<file path="src/rtl/vdma_addr_pkg.sv">
// Shared definitions for the VDMA frame address sequencer.
//   state_t    : sequencer state (IDLE = waiting for new_frame, RUN = frame active)
//   DEF_ASIZE  : default address width
//   DEF_LSIZE  : default line counter width
//   DEF_IWIDTH : default frame index width
package vdma_addr_pkg;

  localparam int DEF_ASIZE  = 29;
  localparam int DEF_LSIZE  = 12;
  localparam int DEF_IWIDTH = 4;

  typedef enum logic {
    IDLE = 1'b0,
    RUN  = 1'b1
  } state_t;

endpackage

</file>
<file path="src/rtl/edge_generator.sv">
// Single-cycle edge detector on a level input.
//   clock : system clock
//   rst_n : asynchronous active-low reset (history register cleared)
//   level : level input to watch
//   pulse : combinational one-cycle pulse on the selected edge
// MODE "NORMAL" detects rising edges (level & ~level_d); any other value
// detects falling edges. The pulse is combinational so the consumer can act
// on the same clock edge that first samples the new level.
module edge_generator #(
  parameter string MODE = "NORMAL"
) (
  input  logic clock,
  input  logic rst_n,
  input  logic level,
  output logic pulse
);

  logic level_d;

  always_ff @(posedge clock or negedge rst_n) begin
    if (!rst_n) begin
      level_d <= 1'b0;
    end else begin
      level_d <= level;
    end
  end

  generate
    if (MODE == "NORMAL") begin : g_rise
      assign pulse = level & ~level_d;
    end else begin : g_fall
      assign pulse = ~level & level_d;
    end
  endgenerate

endmodule

</file>
<file path="src/rtl/frame_ring_addr.sv">
// Multi-buffer frame address sequencer for the VDMA burst engines.
// Produces the burst start address for every burst of every line, stepping
// lines by line_stride and frames around a ring of FRAME_NUM buffers
// (or holding a parked buffer).
//
// Ports:
//   clock        : system clock
//   rst_n        : asynchronous active-low reset
//   new_frame    : level; rising edge starts (IDLE) or resyncs (RUN) a frame
//   baseaddr     : address of buffer 0
//   frame_stride : distance between consecutive buffers
//   line_stride  : distance between line starts
//   vlines       : lines per frame, 0 behaves as 1
//   park         : hold the ring at park_index
//   park_index   : parked buffer, clamped to FRAME_NUM-1
//   burst_done   : level; rising edge = one full burst finished
//   tail_done    : level; rising edge = last (partial) burst of a line finished
//   out_addr     : current burst start address
//   frame_index  : buffer index of the current/next frame
//   line_cnt     : completed lines in the current frame
//   busy         : high while in RUN
//   frame_done   : one-cycle pulse after the last line completes
//
// Handshake: every event is the rising edge of its level input; a level held
// high counts once, and the input must drop low between two events. Edges
// are acted on at the clock edge that first samples them high. When several
// edges coincide, new_frame beats tail_done beats burst_done and the losers
// are discarded.
module frame_ring_addr
  import vdma_addr_pkg::*;
#(
  parameter int ASIZE          = DEF_ASIZE,
  parameter int BURST_MAP_ADDR = 12800,
  parameter int FRAME_NUM      = 3,
  parameter int LSIZE          = DEF_LSIZE,
  parameter int IWIDTH         = DEF_IWIDTH
) (
  input  logic              clock,
  input  logic              rst_n,
  input  logic              new_frame,
  input  logic [ASIZE-1:0]  baseaddr,
  input  logic [ASIZE-1:0]  frame_stride,
  input  logic [ASIZE-1:0]  line_stride,
  input  logic [LSIZE-1:0]  vlines,
  input  logic              park,
  input  logic [IWIDTH-1:0] park_index,
  input  logic              burst_done,
  input  logic              tail_done,
  output logic [ASIZE-1:0]  out_addr,
  output logic [IWIDTH-1:0] frame_index,
  output logic [LSIZE-1:0]  line_cnt,
  output logic              busy,
  output logic              frame_done
);

  localparam logic [ASIZE-1:0]  BURST_INC = ASIZE'(BURST_MAP_ADDR);
  localparam logic [IWIDTH-1:0] LAST_IDX  = IWIDTH'(FRAME_NUM - 1);

  // ---------------------------------------------------------------------
  // Edge detection
  // ---------------------------------------------------------------------
  logic nf_edge;
  logic burst_edge;
  logic tail_edge;

  edge_generator #(.MODE("NORMAL")) u_nf_edge (
    .clock (clock),
    .rst_n (rst_n),
    .level (new_frame),
    .pulse (nf_edge)
  );

  edge_generator #(.MODE("NORMAL")) u_burst_edge (
    .clock (clock),
    .rst_n (rst_n),
    .level (burst_done),
    .pulse (burst_edge)
  );

  edge_generator #(.MODE("NORMAL")) u_tail_edge (
    .clock (clock),
    .rst_n (rst_n),
    .level (tail_done),
    .pulse (tail_edge)
  );

  // ---------------------------------------------------------------------
  // Registers
  // ---------------------------------------------------------------------
  state_t             state,       state_n;
  logic [ASIZE-1:0]   line_start,  line_start_n;
  logic [ASIZE-1:0]   out_addr_q,  out_addr_n;
  logic [IWIDTH-1:0]  frame_idx_q, frame_idx_n;
  logic [LSIZE-1:0]   line_cnt_q,  line_cnt_n;
  logic [LSIZE-1:0]   vlines_lat,  vlines_lat_n;
  logic               done_q,      done_n;

  // ---------------------------------------------------------------------
  // Buffer base selection. Kept combinational so a new_frame edge loads the
  // correct base on the very clock edge that samples it.
  // ---------------------------------------------------------------------
  logic [IWIDTH-1:0] park_clamped;
  logic [IWIDTH-1:0] sel_idx;
  logic [ASIZE-1:0]  sel_ext;
  logic [ASIZE-1:0]  frame_base;

  assign park_clamped = (park_index > LAST_IDX) ? LAST_IDX : park_index;
  assign sel_idx      = park ? park_clamped : frame_idx_q;
  assign sel_ext      = ASIZE'(sel_idx);
  assign frame_base   = baseaddr + (sel_ext * frame_stride);

  // Line accounting is done one bit wider so line_cnt+1 cannot wrap when
  // vlines is at its maximum.
  logic [LSIZE:0] cnt_plus_one;
  logic           last_line;

  assign cnt_plus_one = {1'b0, line_cnt_q} + (LSIZE+1)'(1);
  assign last_line    = cnt_plus_one >= {1'b0, vlines_lat};

  // ---------------------------------------------------------------------
  // Next-state / datapath
  // ---------------------------------------------------------------------
  always_comb begin
    state_n      = state;
    line_start_n = line_start;
    out_addr_n   = out_addr_q;
    frame_idx_n  = frame_idx_q;
    line_cnt_n   = line_cnt_q;
    vlines_lat_n = vlines_lat;
    done_n       = 1'b0;

    if (nf_edge) begin
      // Start, or abort/resync of a running frame: the ring position is
      // deliberately left alone so the same buffer is rewritten.
      state_n      = RUN;
      line_start_n = frame_base;
      out_addr_n   = frame_base;
      line_cnt_n   = '0;
      vlines_lat_n = (vlines == '0) ? LSIZE'(1) : vlines;
    end else if (state == RUN) begin
      if (tail_edge) begin
        line_cnt_n = cnt_plus_one[LSIZE-1:0];
        if (!last_line) begin
          line_start_n = line_start + line_stride;
          out_addr_n   = line_start + line_stride;
        end else begin
          // Frame complete: out_addr stays on the last burst address.
          state_n = IDLE;
          done_n  = 1'b1;
          if (!park) begin
            frame_idx_n = (frame_idx_q >= LAST_IDX) ? '0 : frame_idx_q + 1'b1;
          end
        end
      end else if (burst_edge) begin
        out_addr_n = out_addr_q + BURST_INC;
      end
    end
  end

  always_ff @(posedge clock or negedge rst_n) begin
    if (!rst_n) begin
      state       <= IDLE;
      line_start  <= '0;
      out_addr_q  <= '0;
      frame_idx_q <= '0;
      line_cnt_q  <= '0;
      vlines_lat  <= LSIZE'(1);
      done_q      <= 1'b0;
    end else begin
      state       <= state_n;
      line_start  <= line_start_n;
      out_addr_q  <= out_addr_n;
      frame_idx_q <= frame_idx_n;
      line_cnt_q  <= line_cnt_n;
      vlines_lat  <= vlines_lat_n;
      done_q      <= done_n;
    end
  end

  // ---------------------------------------------------------------------
  // Outputs
  // ---------------------------------------------------------------------
  assign out_addr    = out_addr_q;
  assign frame_index = frame_idx_q;
  assign line_cnt    = line_cnt_q;
  assign busy        = (state == RUN);
  assign frame_done  = done_q;

endmodule
</file>
<file path="config.mk">
export PLATFORM = sky130hd
export DESIGN_NAME = frame_ring_addr
export DESIGN_NICKNAME = d
export VERILOG_FILES = /design/src/rtl/vdma_addr_pkg.sv /design/src/rtl/edge_generator.sv /design/src/rtl/frame_ring_addr.sv
export SDC_FILE = /design/constraint.sdc
export NUM_CORES = 1
export LEC_CHECK = 0
export CAP_MARGIN = 20
export CORE_UTILIZATION = 30
export DETAILED_ROUTE_END_ITERATION = 10
export GPL_ROUTABILITY_DRIVEN = 1
export SLEW_MARGIN = 5
export SYNTH_ARGS = -nofsm -noshare
export SYNTH_HDL_FRONTEND = slang
export SYNTH_SLANG_ARGS = --single-unit
export TNS_END_PERCENT = 1
</file>
<file path="constraint.sdc">
create_clock -name clock -period 14.7 [get_ports clock]
set_input_delay 2.94 -clock clock [delete_from_list [all_inputs] [get_ports clock]]
set_output_delay 2.94 -clock clock [all_outputs]
set_load 0.02 [all_outputs]
</file>
### Word level (Yosys, flattened, before mapping)

Index checks and enable logic that the tools add are counted.

* register bits: 91
* input bits: 109
* output and inout bits: 47

* add/subtract/negate cells: 5
* $mul: 1
* magnitude comparators: 3
* equality and inequality tests: 2
* muxes and demuxes: 23
* bitwise logic cells: 8
* reduce and logical (&&, ||, !) cells: 8

Operators by type and width (count)
* two-way mux 29 bit: 8
* adder 29 bit: 2
* two-way mux 12 bit: 4
* adder 29 x 14 -> 29 bit, second input constant: 1
* multiplier 4 x 29 -> 29 bit: 1
* adder 12 x 1 -> 13 bit, second input constant: 1
* >= comparator 13 x 12 -> 1 bit: 1
* logical NOT 12 bit: 1
* two-way mux 4 bit: 3
* two-way mux 1 bit: 8
* AND reduction 3 bit: 2
* inverter 1 bit: 5
* AND reduction 5 bit: 1
* adder 4 x 1 -> 4 bit, second input constant: 1
* >= comparator 4 x 2 -> 1 bit, second input constant: 1
* greater-than comparator 4 x 2 -> 1 bit, second input constant: 1
* nonzero test 2 bit: 2
* AND 1 bit: 3
* inequality test 3 bit, second input constant: 1
* nonzero test 3 bit: 1
* inequality test 2 bit, second input constant: 1
* AND reduction 2 bit: 1

### Logic depth before layout (Yosys ltp)

Gate-level depths: netlist (run 1).

* depth in word-level cells: 6
* depth in mapped cells: 21

### By module

A second synthesis (run 1) with hierarchy kept.

* cell total of the unflattened synthesis: 1280
* area, all modules: 10856.7 sq um

Modules (own cells, without submodules)
* frame_ring_addr: instances 1, cells an instance 1274, area each 10740.3 sq um
* edge_generator: instances 3, cells an instance 2, area each 38.8 sq um

### Least setup slack after synthesis (run 1)

OpenSTA, ideal clock, no wires.

* path type: input to register
* start: input port park_index[3]
* end: register out_addr_q[25], in the netlist out_addr[25]
* arrival time: 7.429 ns
* required time: 14.618 ns
* path slack: 7.189 ns
* stages on the path: 20
* buffers on the path: 1
* cell sequence: nor3_1 > nand2_1 > o21ai_1 > clkbuf_1 > nor2b_1 > fa_1 > fa_1 > inv_1 > fa_1 > inv_1 > ha_1 > a21o_1 > a21o_1 > a21o_1 > o21a_1 > or2_1 > o41a_1 > xor2_1 > nand2_1 > a31oi_1

* word-level cells in the longest chain between the ends: 6

RTL lines
* start: declaration: RTL line frame_ring_addr.sv:46 `input logic [IWIDTH-1:0] park_index,`
* greater-than comparator 4 x 2 -> 1 bit: RTL line frame_ring_addr.sv:107 `assign park_clamped = (park_index > LAST_IDX) ? LAST_IDX : park_index;`
* two-way mux 4 bit *: RTL line frame_ring_addr.sv:107
* two-way mux 4 bit *: RTL line frame_ring_addr.sv:108 `assign sel_idx = park ? park_clamped : frame_idx_q;`
* multiplier 4 x 29 -> 29 bit *: RTL line frame_ring_addr.sv:110 `assign frame_base = baseaddr + (sel_ext * frame_stride);`
* adder 29 bit *: RTL line frame_ring_addr.sv:110
* two-way mux 29 bit *: RTL line frame_ring_addr.sv:132 `if (nf_edge) begin`
* end signal: assignment: RTL line frame_ring_addr.sv:172 `out_addr_q <= out_addr_n;`
* end: declaration: RTL line frame_ring_addr.sv:92 `logic [ASIZE-1:0] out_addr_q, out_addr_n;`

Mark *: on every way between the ends. The rest lies on a longest branch, timed or not.
A chain may end at the register's enable or synchronous reset.

### Worst setup path after layout (run 1)

* start: input port park_index[3]
* end: register line_start[25]

* word-level cells in the longest chain between the ends: 6

RTL lines
* greater-than comparator 4 x 2 -> 1 bit: RTL line frame_ring_addr.sv:107
* two-way mux 4 bit *: RTL line frame_ring_addr.sv:107
* two-way mux 4 bit *: RTL line frame_ring_addr.sv:108
* multiplier 4 x 29 -> 29 bit *: RTL line frame_ring_addr.sv:110
* adder 29 bit *: RTL line frame_ring_addr.sv:110
* two-way mux 29 bit *: RTL line frame_ring_addr.sv:132
* end signal: assignment: RTL line frame_ring_addr.sv:171 `line_start <= line_start_n;`
* end: declaration: RTL line frame_ring_addr.sv:91 `logic [ASIZE-1:0] line_start, line_start_n;`

Marked as above.

==> results.md, run 1 <==
* Syn_area_per_cell at 8.449 um^2
* Critical path required time at ~15000 ps
* DP Area at 12340 um^2
* Die width at 187.4 um
* CTS clk-pin slew, worst paths at 80 ps
* Setup Skew at 16.03 ps
* Synthesized area at 10310 um^2
* Area Overhead vs Synth at 22.92%
* Seq/Total Area, Yosys at roughly 22%
* Syn Inst Count at 1220
* Post-Syn Nets at around 1500
* Post-synth ARST share at 100.0%
* Post-CTS Setup Bufs at 0
* Hold_sp: out_addr[6]$_DFFE_PN0P_
* CTS Hold Buffers Added at 0
* VDD IR max at between 60 and 70 uV
* CTS Sinks at 91
* Worst-case clock buffer depth at 2
* Largest fanout on the critical path at 23
* RSZ-0062 raised after global routing: false
* Final RePlAce weighted congestion at 0.8899
* Final cell count without fillers at 1813
* Max_cap viols at 0
* CP bufs+invs at 4
* Switching power share of the total at 43.61%
* Wire length on met3 at 1235 um
* Critical Path Start Type: input port
* Max Fclk at 128.3 MHz
* Reg2reg start: frame_index[1]$_DFFE_PN0P_
* Total global-route track usage at 16.43%
* Worst hold path stage count at 1
* Share of cells above drive strength 1 at 4.176%
* Synth Flop Type: dfrtp_1
* Highest Signal Layer: met4
* Clock share of power at 17.8%
* Post-route ant nets at 0
* Fin crit share at 53.03%
* CP Depth at 21
* Psw at 619.6 uW
* Number of synthesized register bits at 91
* CP max stage delay at 550 ps
* Filler cell count at around 3500
* Highest-delay cell along the critical path: fa_1
* Met2 WL at 13260 um
* Design area at 12670 um^2
* Post-route setup TNS at 0 ps
* ANT cells at 0
* Depth of the worst register-to-register path at 18
* CP top delay family: adder cells
* Num CTS Buffers at 9
* Post-DR vias/cell at 4.898
* Die span in y at 187.4 um
* DRT iter0 DRCs at 440
* Via Count at ~8900
* Placement Rows at 67
* Clk root buf: clkbuf_16
* DP HPWL at roughly 23000 um
* DR DRC count at 0
* Die area at roughly 35000 um^2
* First-pass DRT Iterations at 5
* WP data arrival at a little over 8000 ps
* Measured slew at the worst slew-check pin at 942.9 ps
* Metal-1 WL at 13740 um
* Placed cell count at 1796
* # nets final at 1623
* Pin count of the biggest net entering global routing at 65
* Final Max Tran Viols at 0
* Total gr overflow at 0
* Rel. slew slack at a little under two fifths
* Pleak at 0.005680 uW
* Pwr Density at 112.1 nW/um^2
* Final wirelength at ~29000 um
* Hold WC Path Type: flop to flop
* Final setup violation count at 0
* Core Region at about 34000 um^2
* Critical path type: input port to flop
* Resized Gates After CTS at 0
* I/O pin count at 156
* Via count of the first global-routing pass at 8776
* Sequential share of power at 27.8%
* P_int at 801.1 uW
* Hold Vio Cnt, Final at 0
* Crit path launch: park_index[3]
* Worst-path cell chain: clkdlybuf4s50_1, nor3_1, nand2_1, o21ai_2, buf_8, nor2b_1, fa_1, fa_1, inv_1, fa_1, inv_1, ha_1, a21oi_1, nand2_1, a221oi_2, nor3b_1, or2_1, o41a_1, xor2_1, nand2_1, a22oi_1
* Wire per inst at 15.85 um
* First-pass GRT wire length at 46390 um
* PortBufs at 155
* Initial Utilization at just over 30%
* Status: finished clean
* Clock latency on the worst-skew pair at around 360 ps
* Synth warn at 0
* Fin crit period at 7795 ps
* Initial antenna violation count at 0
* Synth unique cells at 73
* CTS tree: built
* Comb power frac at 54.5%
* H-tree Lvls at 3
* EDFF count, synth at 0
* Setup crit end kind: flop
registers in the layout, indices dropped and copies added, names as in the netlist:
signal and flops:
busy 1, frame_done 1, line_start 29, frame_index 4
u_nf_edge.level_d 1, out_addr 29, u_burst_edge.level_d 1, line_cnt 12
u_tail_edge.level_d 1, vlines_lat 12
cells by family after synthesis:
family,after synthesis,synth area share [%]
xor gates and xnor gates,76,6.458
buffers and inverters,183,6.943
muxes,7,0.6798
DFF,91,22.10
and+or+nand+nor,418,20.82
AOI/OAI and AO/OA,291,18.62
adders and majority gates,154,24.37
metrics by stage:
| step | worst slack, ps | utilization, % | hold WS (ps) | power [uW] |
|---|---|---|---|---|
| 2_1_floorplan | 7189 | - | 450.1 | 908.5 |
| 3_3_place_gp | 6175 | 36.62 | 475.9 | 1157 |
| 3_5_place_dp | 6063 | 36.62 | 475.5 | 1165 |
| 4_1_cts | 6418 | 37.55 | 495.2 | 1426 |
| 5_1_grt | 6484 | 37.60 | 510.5 | 1525 |
| 6_report | 6905 | 37.60 | 491.7 | 1421 |
final cells by class:
class | instances | area, um^2 | share of cell area (%)
Multi-Input combinational cell | 946 | 7331 | 57.86
Sequential cell | 91 | 2278 | 17.98
Timing Repair Buffer | 166 | 1639 | 12.94
Tap cell | 448 | 560.5 | 4.424
Inverter | 146 | 548.0 | 4.325
Clock buffer | 9 | 225.2 | 1.778
Clock inverter | 7 | 87.58 | 0.6913
power by group through the flow:
| stage | clock network, uW | registers (uW) | logic [uW] |
|---|---|---|---|
| finish | 252 | 395 | 774 |
| global route | 265 | 403 | 857 |
| CTS | 260 | 394 | 773 |
| detailed placement | 0 | 398 | 767 |
| global placement | 0 | 397 | 761 |
| floorplan | 0 | 418 | 490 |
routing by layer:
metal,vias to the layer above,track usage [%]
li1,4414,-
met1,4225,22.42
met2,213,27.44
met3,28,1.820
met4,0,4.414
met5,-,0
path summary, 6_finish.rpt:
check,end,slack [ps]
setup / recovery,line_start[25]$_DFFE_PN0P_,6900
hold / removal,out_addr[6]$_DFFE_PN0P_,490
setup reg to reg,line_start[25]$_DFFE_PN0P_,9670
hold reg to reg,out_addr[6]$_DFFE_PN0P_,490
max in group asynchronous,line_start[25]$_DFFE_PN0P_,10990
min in group asynchronous,line_start[8]$_DFFE_PN0P_,2540
cells in the final DEF, fill, tap and decap left out, types with 24 or more instances in the layout:
cell type,instances
and2_1,49
xor2_1,36
ha_1,76
nor2b_1,62
a21oi_1,65
nor2_1,85
fa_1,78
nand2_1,111
clkdlybuf4s50_1,154
o21ai_0,64
xnor2_1,40
inv_1,146
nand3_1,24
dfrtp_1,90
a21o_1,27
cells in the mapped netlist, types with 8 or more instances:
cell type,n,share of area (%)
a211oi_1,12,0.87
a21o_1,27,2.0
a21oi_1,65,3.2
a31oi_1,23,1.4
and2_1,49,3.0
and3_1,8,0.49
clkbuf_1,29,1.1
dfrtp_1,90,22
fa_1,78,15
ha_1,76,9.2
inv_1,146,5.3
nand2_1,111,4.0
nand2b_1,12,0.73
nand3_1,24,1.2
nand4_1,9,0.55
nor2_1,85,3.1
nor2b_1,63,3.8
nor3_1,17,0.83
o211ai_1,13,0.95
o21a_1,20,1.5
o21ai_0,64,3.1
o31ai_1,8,0.58
xnor2_1,40,3.4
xor2_1,36,3.1
(Power assumes the default switching activity.)
==> run 2, diff against run 1 <==
Clock period 14.7 ns to 6.84 ns, I/O delays scaled along.
==> run 2 against run 1 <==
First-iteration DRC count is 8.2% higher. Sequential power is 120% higher. Clock-buffer cell count did not move. Critical path type unchanged.
==> results.md, run 2 (synthesis results as in run 1) <==
* Measured slew at the worst slew-check pin at ~960 ps
* Placement Rows at 67
* Worst r2r dst: line_start[25]$_DFFE_PN0P_
* # nets final at approximately 1600
* CP max stage delay at 550 ps
* Final Max Tran Viols at 0
* Hold WC Path Type: flop to flop
* Clock latency on the worst-skew pair at 360 ps
* Highest-delay cell along the critical path: clkdlybuf4s50_1
* Die area at 35100 um^2
* PortBufs at 155
* Pin count of the biggest net entering global routing at 70
* CTS Sinks at 91
* I/O pin count at approximately 160
* Final wirelength at around 29000 um
* Largest fanout on the critical path at 12
* Overall power at 2989 uW
* Max_cap viols at 0
* Via count of the first global-routing pass at 8981
* First-pass DRT Iterations at 5
* Busiest metal layer after global routing: met2
* ANT cells at 0
* Post-route ant nets at 0
* Worst-case clock buffer depth at 2
* FF-to-FF setup slack at ~1700 ps
* Final setup violation count at 0
* Pleak at 0.005668 uW
* First-pass GRT wire length at 47270 um
* Met3 track demand over resource at approximately 2.8%
* Filler cell count at 3493
* CTS clk-pin slew, worst paths at 70 ps
* Post-CTS Setup Bufs at 0
* Rel. slew slack at 36.00%
* Worst-path cell chain: clkdlybuf4s50_1, o21ai_2, buf_4, buf_4, nor2b_1, fa_1, fa_1, inv_1, fa_1, inv_1, ha_1, a21oi_1, o21ai_0, o21a_1, or2_1, o41a_1, xor2_1, nand2_1, a22oi_1
* DRT iter0 DRCs at 476
* RSZ-0062 raised after global routing: false
* Fin crit share at 91.90%
* Initial antenna violation count at 0
* Grt met2 use at roughly 28%
* Critical Path Start Type: input port
* H-tree Lvls at 3
* Commonest non-fill, non-tap cells in the layout: 154 x clkdlybuf4s50_1, 146 x inv_1, 111 x nand2_1
* DP HPWL at 23440 um
* Wire per inst at 15.90 um
* Design area at 12650 um^2
* Area Overhead vs Synth at 22.71%
* Setup Skew at around 13 ps
* Reg2reg start: frame_index[1]$_DFFE_PN0P_
* Total gr overflow at 0
* CTS tree: built
* Max Fclk at 159.1 MHz
* Met1 GRT Util at 22.40%
* Commonest non-fill, non-tap cell in the layout: clkdlybuf4s50_1
* Fin crit period at 6286 ps
* Status: finished clean
* Hold Vio Cnt, Final at 0
* Critical path required time at ~7100 ps
* Final RePlAce weighted congestion at 0.8845
* Pwr Density at 236.3 nW/um^2
* DP Area at 12370 um^2
* Setup crit end kind: flop
* Die width at 187.4 um
* CTS Hold Buffers Added at 0
* Resized Gates After CTS at 0
* Initial Utilization at a little under a third
* Num CTS Buffers at 9
* WP data arrival at 6550 ps
* Via Count at roughly 8900
* CP endpoint: line_start[25]$_DFFE_PN0P_
* VDD IR max at 132.7 uV
* Post-DR vias/cell at 4.911
* Depth of the worst register-to-register path at 18
* Total global-route track usage at 16.74%
* DR DRC count at 0
* Share of cells above drive strength 1 at 4.386%
* CP dominant cell by count: fa_1
* Core Region at roughly 34000 um^2
* Die span in y at 187.4 um
* Reg area at between 2000 and 2500 um^2
* Critical path type: input port to flop
* Crit path launch: park
* Post-route setup TNS at 0 ps
* Area of the multi-input gates at 7331 um^2
* Clk root buf: clkbuf_16
run 2: worst min path at each step:
stage               cells after the start                        end  slack (ps)                      start
floorplan                               2  line_start[2]$_DFFE_PN0P_         450  line_start[2]$_DFFE_PN0P_
global placement                        2  line_start[2]$_DFFE_PN0P_         470  line_start[2]$_DFFE_PN0P_
detailed placement                      2  vlines_lat[0]$_DFFE_PN1P_         490  vlines_lat[0]$_DFFE_PN1P_
CTS                                     2  vlines_lat[0]$_DFFE_PN1P_         500  vlines_lat[0]$_DFFE_PN1P_
global route                            1    out_addr[1]$_DFFE_PN0P_         510    out_addr[1]$_DFFE_PN0P_
finish                                  1    out_addr[5]$_DFFE_PN0P_         500    out_addr[5]$_DFFE_PN0P_
run 2: final cells by class:
type	count	share of cell area (%)
clock buffers	9	1.781
clock inverters	7	0.4056
inverters	146	4.333
multi-input cells	946	57.96
flip-flops and latches	91	18.01
well taps	448	4.432
repair buffers	169	13.08
run 2: report_power, final:
part           switching (uW)  total (uW)  internal, uW
Sequential                159         850           691
Clock                     241         490           250
Combinational             911        1650           738
Total                    1310        2990          1680
run 2: worst max-delay path, delay by kind of cell:
family	cells	cell delay, ps
fa+ha+maj	4	1860
compound gates	6	1700
buf+inv	5	1080
simple gates	3	400
xor+xnor	1	140
run 2: per-stage QoR:
step | hold slack (ps) | worst slack [ps] | utilization [%] | cells
finish | 499.1 | 553.7 | 37.53 | 1816
global route | 511.4 | 113.7 | 37.53 | 1816
CTS | 496.0 | 559.2 | 37.53 | 1816
detailed placement | 485.4 | 186.8 | 36.71 | 1800
global placement | 474.8 | 318.9 | 36.71 | 1800
floorplan | 450.1 | 901.1 | - | 1220
run 2: per-layer routing:
layer / part of all wire, % / vias up / wire length (um)
met4: 1.6 / 0 / 463
met2: 46 / 179 / 13420
li1: - / 4417 / -
met3: 4.4 / 25 / 1262
met1: 48 / 4298 / 13730
met5: 0 / - / 0
